--- src/rtl/mem_ctrl_pkg.sv ---
// Shared encodings for the IF/MEM memory controller: FSM states, bus owner,
// IO address window and transfer lengths.
package mem_ctrl_pkg;

  typedef enum logic [1:0] {
    IDLE  = 2'd0,
    READ  = 2'd1,
    WRITE = 2'd2,
    DONE  = 2'd3
  } state_e;

  typedef enum logic {
    OWNER_IF  = 1'b0,
    OWNER_MEM = 1'b1
  } owner_e;

  localparam logic [1:0] IO_SEL = 2'b11;

  localparam logic [2:0] LEN_B = 3'd1;
  localparam logic [2:0] LEN_H = 3'd2;
  localparam logic [2:0] LEN_W = 3'd4;

  function automatic logic is_io_addr(input logic [31:0] addr);
    return addr[17:16] == IO_SEL;
  endfunction

  // Any length other than byte/halfword is treated as a full word so a
  // malformed request can never leave the FSM waiting for an unreachable count.
  function automatic logic [2:0] norm_len(input logic [2:0] len);
    return (len == LEN_B || len == LEN_H) ? len : LEN_W;
  endfunction

  function automatic logic [7:0] byte_sel(input logic [31:0] word, input logic [1:0] k);
    logic [7:0] b;
    case (k)
      2'd0:    b = word[7:0];
      2'd1:    b = word[15:8];
      2'd2:    b = word[23:16];
      default: b = word[31:24];
    endcase
    return b;
  endfunction

endpackage

--- src/rtl/mem_ctrl.sv ---
// Arbitrates the byte-wide RAM bus between instruction fetch and load/store,
// serialising each granted request into little-endian byte cycles.
//
// Handshake: if_read_req / mem_req are levels held by the requester until its
// one-cycle done pulse; requests are sampled only in IDLE, MEM wins ties, and a
// grant is never preempted. ram_din is valid the cycle after its address.
module mem_ctrl
  import mem_ctrl_pkg::*;
(
  input  logic        clk_in,
  input  logic        rst_in,
  input  logic        flush_in,
  input  logic        if_read_req,
  input  logic [31:0] if_addr,
  output logic        if_load_done,
  output logic [31:0] if_data,
  input  logic        mem_req,
  input  logic        mem_we,
  input  logic [31:0] mem_addr,
  input  logic [2:0]  mem_len,
  input  logic [31:0] mem_wdata,
  output logic        mem_done,
  output logic [31:0] mem_rdata,
  output logic [1:0]  busy_state,
  input  logic [7:0]  ram_din,
  output logic [7:0]  ram_dout,
  output logic [31:0] ram_a,
  output logic        ram_wr,
  input  logic        io_buffer_full
);

  state_e      state, next_state;
  owner_e      owner;
  logic [31:0] base;
  logic [31:0] wdata;
  logic [31:0] buffer;
  logic [31:0] buffer_next;
  logic [2:0]  len;
  logic [2:0]  cnt;
  logic [2:0]  cnt_inc;
  logic        grant_mem;
  logic        grant_if;
  logic        if_flush;
  logic        io_stall;

  always_comb begin
    grant_mem = mem_req;
    grant_if  = !mem_req && if_read_req;
    if_flush  = flush_in && (owner == OWNER_IF);
    io_stall  = is_io_addr(base) && io_buffer_full;
    cnt_inc   = cnt + 3'd1;

    // In READ, cnt counts addresses issued; byte cnt-1 is on ram_din now.
    buffer_next = buffer;
    case (cnt)
      3'd1:    buffer_next[7:0]   = ram_din;
      3'd2:    buffer_next[15:8]  = ram_din;
      3'd3:    buffer_next[23:16] = ram_din;
      3'd4:    buffer_next[31:24] = ram_din;
      default: ;
    endcase

    next_state = state;
    case (state)
      IDLE: begin
        if (grant_mem)     next_state = mem_we ? WRITE : READ;
        else if (grant_if) next_state = READ;
      end
      READ: begin
        if (if_flush)         next_state = IDLE;
        else if (cnt == len)  next_state = DONE;
      end
      WRITE: begin
        if (ram_wr && cnt_inc == len) next_state = DONE;
      end
      DONE:    next_state = IDLE;
      default: next_state = IDLE;
    endcase
  end

  always_ff @(posedge clk_in) begin
    if (!rst_in) state <= IDLE;
    else         state <= next_state;
  end

  always_ff @(posedge clk_in) begin
    if (!rst_in) begin
      owner        <= OWNER_IF;
      base         <= '0;
      wdata        <= '0;
      buffer       <= '0;
      len          <= '0;
      cnt          <= '0;
      if_load_done <= 1'b0;
      mem_done     <= 1'b0;
      if_data      <= '0;
      mem_rdata    <= '0;
      ram_a        <= '0;
      ram_dout     <= '0;
      ram_wr       <= 1'b0;
    end else begin
      if_load_done <= 1'b0;
      mem_done     <= 1'b0;
      case (state)
        IDLE: begin
          ram_wr <= 1'b0;
          cnt    <= '0;
          buffer <= '0;
          if (grant_mem || grant_if) begin
            owner    <= grant_mem ? OWNER_MEM : OWNER_IF;
            base     <= grant_mem ? mem_addr : if_addr;
            ram_a    <= grant_mem ? mem_addr : if_addr;
            len      <= grant_mem ? norm_len(mem_len) : LEN_W;
            wdata    <= mem_wdata;
            ram_dout <= mem_wdata[7:0];
            ram_wr   <= grant_mem && mem_we &&
                        !(is_io_addr(mem_addr) && io_buffer_full);
          end
        end
        READ: begin
          if (!if_flush) begin
            buffer <= buffer_next;
            if (cnt == len) begin
              if (owner == OWNER_IF) begin
                if_data      <= buffer_next;
                if_load_done <= 1'b1;
              end else begin
                mem_rdata <= buffer_next;
                mem_done  <= 1'b1;
              end
            end else begin
              cnt <= cnt_inc;
              if (cnt_inc < len) ram_a <= base + {29'd0, cnt_inc};
            end
          end
        end
        WRITE: begin
          // ram_wr reflects the IO-full level seen in the previous cycle.
          if (ram_wr) begin
            if (cnt_inc == len) begin
              ram_wr   <= 1'b0;
              mem_done <= 1'b1;
            end else begin
              cnt      <= cnt_inc;
              ram_a    <= base + {29'd0, cnt_inc};
              ram_dout <= byte_sel(wdata, cnt_inc[1:0]);
              ram_wr   <= !io_stall;
            end
          end else begin
            ram_wr <= !io_stall;
          end
        end
        default: ;
      endcase
    end
  end

  assign busy_state = {(state != IDLE) && (owner == OWNER_MEM), state != IDLE};

endmodule

--- config.mk ---
export PLATFORM = sky130hd
export DESIGN_NAME = mem_ctrl
export DESIGN_NICKNAME = d
export VERILOG_FILES = /design/src/rtl/mem_ctrl_pkg.sv /design/src/rtl/mem_ctrl.sv
export SDC_FILE = /design/constraint.sdc
export NUM_CORES = 1
export LEC_CHECK = 0
export CORE_MARGIN = 1.5
export CORE_UTILIZATION = 42
export DETAILED_ROUTE_END_ITERATION = 7
export MAX_ROUTING_LAYER = met4
export PLACE_DENSITY = 0.69
export SYNTH_ARGS = -nofsm -noshare
export SYNTH_HDL_FRONTEND = slang
export SYNTH_SLANG_ARGS = --single-unit
--- constraint.sdc ---
create_clock -name clk_in -period 5.45 [get_ports clk_in]
set_input_delay 1.09 -clock clk_in [delete_from_list [all_inputs] [get_ports clk_in]]
set_output_delay 1.09 -clock clk_in [all_outputs]
set_load 0.01 [all_outputs]
==> results of run 1 <==
layout make-up:
cell class              instances  area share [%]
repair buffers                230            17.9
multi-input cells             815            39.0
clock inverters                 7           0.493
flip-flops and latches        212            33.4
inverters                      19           0.601
well taps                     285            2.81
clock buffers                  35            5.70
path summary, 6_finish.rpt:
| path | from | depth (start not counted) | slack, ps | endpoint |
|---|---|---|---|---|
| max | cnt[0] | 9 | 1920 | ram_a[18] |
| min | wdata[19] | 2 | 460 | wdata[19] |
| min reg2reg | wdata[19] | 2 | 460 | wdata[19] |
| max reg2reg | cnt[0] | 9 | 1920 | ram_a[18] |
synthesized netlist by cell type, types with 4 or more instances:
library cell | instances | area share (%)
sky130_fd_sc_hd__mux2_2 | 6 | 0.70
sky130_fd_sc_hd__a21oi_1 | 87 | 4.5
sky130_fd_sc_hd__ha_1 | 17 | 2.2
sky130_fd_sc_hd__a211oi_1 | 106 | 8.3
sky130_fd_sc_hd__xor2_1 | 13 | 1.2
sky130_fd_sc_hd__clkbuf_1 | 65 | 2.5
sky130_fd_sc_hd__and3_1 | 14 | 0.91
sky130_fd_sc_hd__nand3_1 | 68 | 3.5
sky130_fd_sc_hd__o211ai_1 | 11 | 0.86
sky130_fd_sc_hd__o21ai_1 | 5 | 0.26
sky130_fd_sc_hd__buf_2 | 15 | 0.78
sky130_fd_sc_hd__o21ai_0 | 19 | 0.99
sky130_fd_sc_hd__nor3_1 | 23 | 1.2
sky130_fd_sc_hd__inv_1 | 18 | 0.70
sky130_fd_sc_hd__mux2i_1 | 78 | 8.1
sky130_fd_sc_hd__nand2_1 | 150 | 5.9
sky130_fd_sc_hd__xnor2_1 | 17 | 1.5
sky130_fd_sc_hd__dfxtp_1 | 212 | 44
sky130_fd_sc_hd__a222oi_1 | 8 | 0.83
sky130_fd_sc_hd__buf_1 | 10 | 0.39
sky130_fd_sc_hd__nor2b_1 | 7 | 0.46
sky130_fd_sc_hd__nor2_1 | 140 | 5.5
sky130_fd_sc_hd__nand4_1 | 7 | 0.46
sky130_fd_sc_hd__and2_1 | 4 | 0.26
critical path, cell delays in order (launching register included):
cell	delay (ps)
sky130_fd_sc_hd__dfxtp_1	480
sky130_fd_sc_hd__inv_1	190
sky130_fd_sc_hd__ha_1	390
sky130_fd_sc_hd__ha_1	300
sky130_fd_sc_hd__and3_1	210
sky130_fd_sc_hd__o21ai_1	290
sky130_fd_sc_hd__nand3_4	190
sky130_fd_sc_hd__or3_1	870
sky130_fd_sc_hd__a211oi_2	380
sky130_fd_sc_hd__a32o_1	150
logic make-up (layout without fill, tap and decap cells):
group                    count (synthesis)  after routing  synth area share (%)
AND/OR/NAND/NOR                        427            427                  19.7
AO/OA/AOI/OAI                          256            256                  17.6
flip-flops                             212            212                  44.1
buffers and inverters                  112            291                  4.68
multiplexers                            84             84                  8.82
XOR/XNOR                                30             30                  2.73
adder cells (fa/ha/maj)                 18             18                  2.42
sequential cells by signal, summed over array words and instances (netlist names):
name / count
base: 32
buffer: 32
cnt: 3
if_data: 32
if_load_done: 1
len: 3
mem_done: 1
mem_rdata: 32
owner: 1
ram_a: 32
ram_dout: 8
ram_wr: 1
state: 2
wdata: 32
per-layer routing:
layer	up-vias	share of wire, %	track usage (%)
met5	-	0	-
li1	4340	-	-
met4	0	2.3	5.77
met3	48	5.4	3.14
met1	4052	45	29.3
met2	243	48	36.7
where the power goes:
part | switching [W] | total, W | internal (W)
clock | 0.000624 | 0.00159 | 0.000961
sequential | 0.000279 | 0.00220 | 0.00192
combinational | 0.00145 | 0.00251 | 0.00106
total | 0.00236 | 0.00630 | 0.00395
stage by stage:
stage / instance area [um2] / hold WS, ps / cells / power, W
after global placement: 11900 / 441 / 1561 / 0.00471
after global routing: 12700 / 480 / 1603 / 0.00671
after floorplan: 9620 / 436 / 1139 / 0.00381
final: 12700 / 456 / 1603 / 0.00630
after detailed placement: 11900 / 448 / 1561 / 0.00474
after CTS: 12700 / 456 / 1603 / 0.00635
==> flow_summary.ini, run 1 <==
[final_layout]
regArea_mm2 = 0.00424
layout.cells.most_common = sky130_fd_sc_hd__clkdlybuf4s50_1
n_antenna_cell = 0
area.growth.synth_to_final_pct = 31.9
final_core_util_pct = 56.2
fillcell_total = 2046
final_cell_mix = sky130_fd_sc_hd__clkdlybuf4s50_1, sky130_fd_sc_hd__dfxtp_1, sky130_fd_sc_hd__nand2_1
final_net_count = 1434
final_layout_size_suffix_gt1_share_pct = 5.16
multi_input_area_mm2 = 0.00495

[timing]
final.period_utilization_pct = 64.8
max_slew.worst_pin.slew_ps = 1160
fin_setup_tns_ps = 0
finalSetupViolations = 0
maxSlewViolCount = 0
timing.final.crit_period_ps = 3530
achievable-frequency_mhz = 283
hold_violation_count_in_the_final_report = 0
worst_clock_skew_ps = 12.6
maxSlewHeadroom_pct = 22.8
postLayoutSetupSlackWorst_ps = 1920
grt_setup_unrepaired = false

[clocking]
clk_path_buf_depth = 3
post_cts_hold_buffer_count = 0
htree_levels = 1
cts_inserted_buffers = 24
worst_setup_hold_path_clk_slew_ps = 60
tritoncts = yes
worstSkewPairLatency_ps = 520
post-cts-setup-buffer-count = 0
cts.sink_count = 212
cts.repair.resized = 0
cts_root_buffer = sky130_fd_sc_hd__clkbuf_16

[route]
drc = 0
vias_per_cell = 5.42
drt_first_iter_violations = 547
ant_nets = 0
detailroute.via_count = 8683
first_pass_iters = 5
drt-total-wl_um = 26000
detail_route.wl_per_cell_um = 16.2

[pwr]
worst_ir_drop_vdd_mv = 0.297
power_leakage_nw = 4.51
power_per_cell_area_mw_per_mm2 = 496

[floorplan]
die_height_um = 154
core_area_mm2 = 0.0226
core.rowCount = 55
start_util_pct = 42.6
top_level_ports = 223
design.die.area_mm2 = 0.0238
die_width_um = 154

[synth]
synth-edff-count = 0
postSynthRegisterBits = 212
ys_dominant_reg_cell = sky130_fd_sc_hd__dfxtp_1
synth_cell_type_count = 49
syn-mean-instance-area_um2 = 8.45
synth.net_count = 1271
netlist_area_mm2 = 0.00962
synth-warning-count = 0
post_synthesis_async_set_or_reset_flop_share_pct = 0
synth_seq_area_share_pct = 44.1
syn-instance-count = 1139

[outcome]
outcome = finished clean

[place]
dp_hpwl_um = 18100
buffer_ports.inserted = 222
dp_slack_ps = 1890
gp_congestion = 0.856

[worst_setup_path]
setup.worst_path.end_class = register
worstPathMaxFanout = 29
crit_path_start_kind = register
worst-setup-path-type = reg -> reg
required_time_reported_for_the_critical_path_endpoint_ps = 5910
cp_data_arrival_time_ps = 3990

[global_routing]
maximum_number_of_pins_on_one_net_before_global_route_repair = 127
grt_antenna_before_repair = 0
grt-ovfl-total = 0
via_count_of_the_first_global_routing_pass = 8150
grt_first_pass_wirelength_um = 42700
groute.usage.overall_pct = 22.5

[job]
max-cap-violations = 0

[worst_hold_path]
worstHoldPathType = reg -> reg
No activity file was read; power rests on OpenSTA's default activity.
==> run 2, diff against run 1 <==
Clock period 5.45 ns to 3.27 ns, I/O delays scaled along.
==> flow_summary.ini, run 2 (synthesized netlist as in run 1, its figures left out) <==
[timing]
grt_setup_unrepaired = false
finalSetupViolations = 0
maxSlewViolCount = 0
timing.final.crit_period_ps = 3060
worst_clock_skew_ps = 8.69
max_slew.worst_pin.slew_ps = 771
final.period_utilization_pct = 93.7
achievable-frequency_mhz = 327
smallest_hold_slack_ps = 456
fin_setup_tns_ps = 0
hold_violation_count_in_the_final_report = 0
maxSlewHeadroom_pct = 48.5

[route]
vias_per_cell = 5.39
first_pass_iters = 5
drc = 0
detailroute.via_count = 8702
drt-total-wl_um = 26700
ant_nets = 0
drt_first_iter_violations = 505
detail_route.wl_per_cell_um = 16.5

[clocking]
tritoncts = yes
post_cts_hold_buffer_count = 0
htree_levels = 1
worst_setup_hold_path_clk_slew_ps = 60
cts.repair.resized = 0
worstSkewPairLatency_ps = 510
cts_inserted_buffers = 24
post-cts-setup-buffer-count = 0
cts.sink_count = 212
cts_root_buffer = sky130_fd_sc_hd__clkbuf_16
clk_path_buf_depth = 3

[final_layout]
area.growth.synth_to_final_pct = 33.5
fillcell_total = 2034
final_layout_size_suffix_gt1_share_pct = 5.73
final_core_util_pct = 56.9
final_cell_mix = sky130_fd_sc_hd__clkdlybuf4s50_1, sky130_fd_sc_hd__dfxtp_1, sky130_fd_sc_hd__nand2_1
layout.cells.most_common = sky130_fd_sc_hd__clkdlybuf4s50_1
final_net_count = 1445

[place]
dp_hpwl_um = 18800
buffer_ports.inserted = 222
gp_congestion = 0.833

[worst_setup_path]
cp_data_arrival_time_ps = 3490
setup.worst_path.end_class = register
crit_path_start_kind = register
timing.critical_path.cells = inv_1 -> ha_1 -> ha_1 -> and3_1 -> o21ai_1 -> nand3_4 -> nor3_4 -> buf_4 -> nand3_2 -> o211ai_1
critPathMaxStageDelay_ps = 470
worst-setup-path-type = reg -> reg
worstPathMaxFanout = 8
crit_path_top_delay_cell = sky130_fd_sc_hd__dfxtp_1
worst_path_most_repeated_cell = sky130_fd_sc_hd__ha_1
required_time_reported_for_the_critical_path_endpoint_ps = 3700

[pwr]
switching_share_pct = 36.8
pwr-share-seq_pct = 34.2
combPwrFrac_pct = 39.9
power_leakage_nw = 4.58
net-switching-power_w = 0.00396
clockPowerShare_pct = 25.9
power_per_cell_area_mw_per_mm2 = 837
cellInternalPower_w = 0.00680
worst_ir_drop_vdd_mv = 0.541

[global_routing]
maximum_number_of_pins_on_one_net_before_global_route_repair = 106
grt-ovfl-total = 0
via_count_of_the_first_global_routing_pass = 8299
grt_first_pass_wirelength_um = 43500
grt_antenna_before_repair = 2
groute.usage.overall_pct = 23.0

[floorplan]
core.rowCount = 55
top_level_ports = 223
start_util_pct = 42.6
die_width_um = 154
design.die.area_mm2 = 0.0238
die_height_um = 154
core_area_mm2 = 0.0226

[outcome]
outcome = finished clean

[job]
max-cap-violations = 0

[worst_hold_path]
worstHoldPathType = reg -> reg
[run 2: metal layers]
layer	global-route usage [%]	vias up	part of all wire, %	wire, um
li1	-	4374	-	-
met5	-	-	0	0
met4	7.51	0	3.0	801
met2	37.6	253	47	12600
met1	29.3	4020	45	12100
met3	3.28	55	4.7	1250
[run 2: area by class of cell]
class                   count  area [um2]  area share, %
multi-input cells         815        4950           38.6
clock inverters             8         143           1.11
inverters                  19        76.3          0.594
flip-flops and latches    212        4240           33.0
diodes                      2        5.00         0.0390
well taps                 285         357           2.78
repair buffers            241        2400           18.7
clock buffers              32         672           5.23
[run 2: worst paths after layout]
path / from / to / slack [ps] / cells past startpoint
max: cnt[0] / ram_a[29] / 210 / 10
min: wdata[24] / wdata[24] / 460 / 2
max reg2reg: cnt[0] / ram_a[29] / 210 / 10
min reg2reg: wdata[24] / wdata[24] / 460 / 2
[run 2: worst max-delay path, delay by kind of cell (launching register included)]
family	cells	cell delay (ps)
AO/OA/AOI/OAI	2	480
adder cells (fa/ha/maj)	2	650
buffers and inverters	2	380
flip-flops	1	470
AND/OR/NAND/NOR	4	980
[run 2: metrics by stage]
stage                     area [um2]  total power (W)  std cells  setup WS, ps
after floorplan                 9620          0.00635       1139           584
after global placement         12000          0.00794       1572           405
after detailed placement       12000          0.00801       1572           301
after CTS                      12800           0.0108       1612           239
after global routing           12800           0.0114       1614          19.4
final                          12800           0.0108       1614           208
[run 2: power groups by stage]
stage | sequential, W | clock [W] | combinational, W
final | 0.00368 | 0.00278 | 0.00429
after CTS | 0.00368 | 0.00283 | 0.00431
after floorplan | 0.00376 | 0 | 0.00259
after detailed placement | 0.00372 | 0 | 0.00429
after global placement | 0.00371 | 0 | 0.00422
after global routing | 0.00376 | 0.00294 | 0.00472
==> run 3, diff against run 2 <==
Settings changed: CORE_UTILIZATION 42 to 24, PLACE_DENSITY 0.69 to not set.
==> flow_summary.ini, run 3 (synthesized netlist as in run 1, its figures left out) <==
[clocking]
cts_inserted_buffers = 26
cts_root_buffer = sky130_fd_sc_hd__clkbuf_16
clk_path_buf_depth = 3
worstSkewPairLatency_ps = 540
worst_setup_hold_path_clk_slew_ps = 60
htree_levels = 1
cts.repair.resized = 0
post_cts_hold_buffer_count = 0
cts.sink_count = 212
post-cts-setup-buffer-count = 0
tritoncts = yes

[worst_setup_path]
timing.critical_path.cells = inv_1 -> ha_1 -> ha_1 -> and3_1 -> o21ai_1 -> nand3_4 -> or3_1 -> buf_4 -> a211oi_2 -> a32o_1
worstPathMaxFanout = 29
ff2ff_setup_slack_ps = 320
required_time_reported_for_the_critical_path_endpoint_ps = 3750
crit_path_start_kind = register
crit_path_top_delay_cell = sky130_fd_sc_hd__dfxtp_1
worst_path_most_repeated_cell = sky130_fd_sc_hd__ha_1
cp_data_arrival_time_ps = 3430
worst-setup-path-type = reg -> reg
setup.worst_path.end_class = register
critPathLaunch = cnt[0]
reg2reg_launch_point = cnt[0]
path_buf_inv = 2
worst_r2r_path_depth = 10
worst_path_dominant_cell_family = simple AND/OR/NAND/NOR gates
timing.rr.end = ram_a[18]
critPathMaxStageDelay_ps = 440

[final_layout]
area.growth.synth_to_final_pct = 37.8
final_layout_size_suffix_gt1_share_pct = 6.50
fillcell_total = 4181
final_net_count = 1451
final_cell_mix = sky130_fd_sc_hd__clkdlybuf4s50_1, sky130_fd_sc_hd__dfxtp_1, sky130_fd_sc_hd__nand2_1
layout.cells.most_common = sky130_fd_sc_hd__clkdlybuf4s50_1

[timing]
hold_violation_count_in_the_final_report = 0
maxSlewHeadroom_pct = 47.0
timing.final.crit_period_ps = 2950
worst_clock_skew_ps = 10.9
fin_setup_tns_ps = 0
smallest_hold_slack_ps = 450
maxSlewViolCount = 0
max_slew.worst_pin.slew_ps = 793
grt_setup_unrepaired = false
finalSetupViolations = 0
final.period_utilization_pct = 90.1
achievable-frequency_mhz = 339

[place]
buffer_ports.inserted = 222
gp_congestion = 0.789
dp_hpwl_um = 22100

[floorplan]
die_width_um = 203
start_util_pct = 24.3
core.rowCount = 73
design.die.area_mm2 = 0.0413
core_area_mm2 = 0.0396
top_level_ports = 223
die_height_um = 203

[job]
max-cap-violations = 0

[worst_hold_path]
worstHoldPathType = reg -> reg
worstHoldPathCells = 2
hold_start = ram_a[10]
hold-path-endpoint = ram_a[10]

[route]
first_pass_iters = 7
ant_nets = 0
detailroute.via_count = 8771
vias_per_cell = 4.70
drt-total-wl_um = 30700
drc = 0
detail_route.wl_per_cell_um = 16.4
drt_first_iter_violations = 440

[global_routing]
maximum_number_of_pins_on_one_net_before_global_route_repair = 109
grt_antenna_before_repair = 2
grt-ovfl-total = 0
via_count_of_the_first_global_routing_pass = 8557
groute.usage.overall_pct = 15.2
grt_first_pass_wirelength_um = 48200

[pwr]
power_leakage_nw = 4.65
power_per_cell_area_mw_per_mm2 = 834
worst_ir_drop_vdd_mv = 0.506

[outcome]
outcome = finished clean
## run 3: cell types whose count changed in the layout (fill, tap and decap cells not counted), moves of 2 or more
cell | before | now
sky130_fd_sc_hd__buf_4 | 16 | 19
sky130_fd_sc_hd__clkbuf_8 | 2 | 6
sky130_fd_sc_hd__clkinv_2 | 3 | 5
sky130_fd_sc_hd__bufinv_16 | 4 | 2
sky130_fd_sc_hd__clkinv_4 | 0 | 2
sky130_fd_sc_hd__clkbuf_16 | 25 | 27
## run 3: worst max-delay path by stage
stage                 to  depth (start not counted)
2_1_floorplan  ram_a[11]                         12
5_1_grt        ram_a[30]                         10
3_3_place_gp   ram_a[30]                         10
4_1_cts        ram_a[18]                         10
3_5_place_dp   ram_a[18]                         10
6_report       ram_a[18]                         10
## run 3: area by class of cell
class / instances / area (um2) / area share (%)
Clock inverter: 9 / 103 / 0.774
Sequential cell: 212 / 4240 / 32.0
Inverter: 19 / 76.3 / 0.576
Clock buffer: 39 / 781 / 5.89
Multi-Input combinational cell: 815 / 4950 / 37.4
Antenna cell: 2 / 5.00 / 0.0377
Tap cell: 525 / 657 / 4.95
Timing Repair Buffer: 245 / 2440 / 18.4
## run 3: per-stage QoR
step | cell area, um2 | cells | setup slack [ps] | power [W] | utilization [%]
3_5_place_dp | 12400 | 1816 | 341 | 0.00823 | 31.2
2_1_floorplan | 9620 | 1139 | 584 | 0.00635 | -
3_3_place_gp | 12400 | 1816 | 433 | 0.00814 | 31.2
6_report | 13300 | 1866 | 323 | 0.0111 | 33.4
5_1_grt | 13300 | 1866 | 41.7 | 0.0118 | 33.4
4_1_cts | 13300 | 1864 | 318 | 0.0112 | 33.4
## run 3: worst min-delay path, cell delays in order (launching register included)
cell and delay (ps):
sky130_fd_sc_hd__dfxtp_1 300, sky130_fd_sc_hd__nand2_1 50, sky130_fd_sc_hd__a21oi_1 50
## run 3: report_power, final
part | internal (W) | total (W) | switching, W
clock | 0.00180 | 0.00295 | 0.00115
combinational | 0.00188 | 0.00444 | 0.00256
sequential | 0.00320 | 0.00367 | 0.000464
## run 3: metal layers
metal	up-vias	GRT usage, %	wire length [um]
li1	4392	-	-
met1	4157	18.6	13600
met2	183	25.5	15100
met3	39	2.54	1260
met4	0	4.34	738
met5	-	-	0
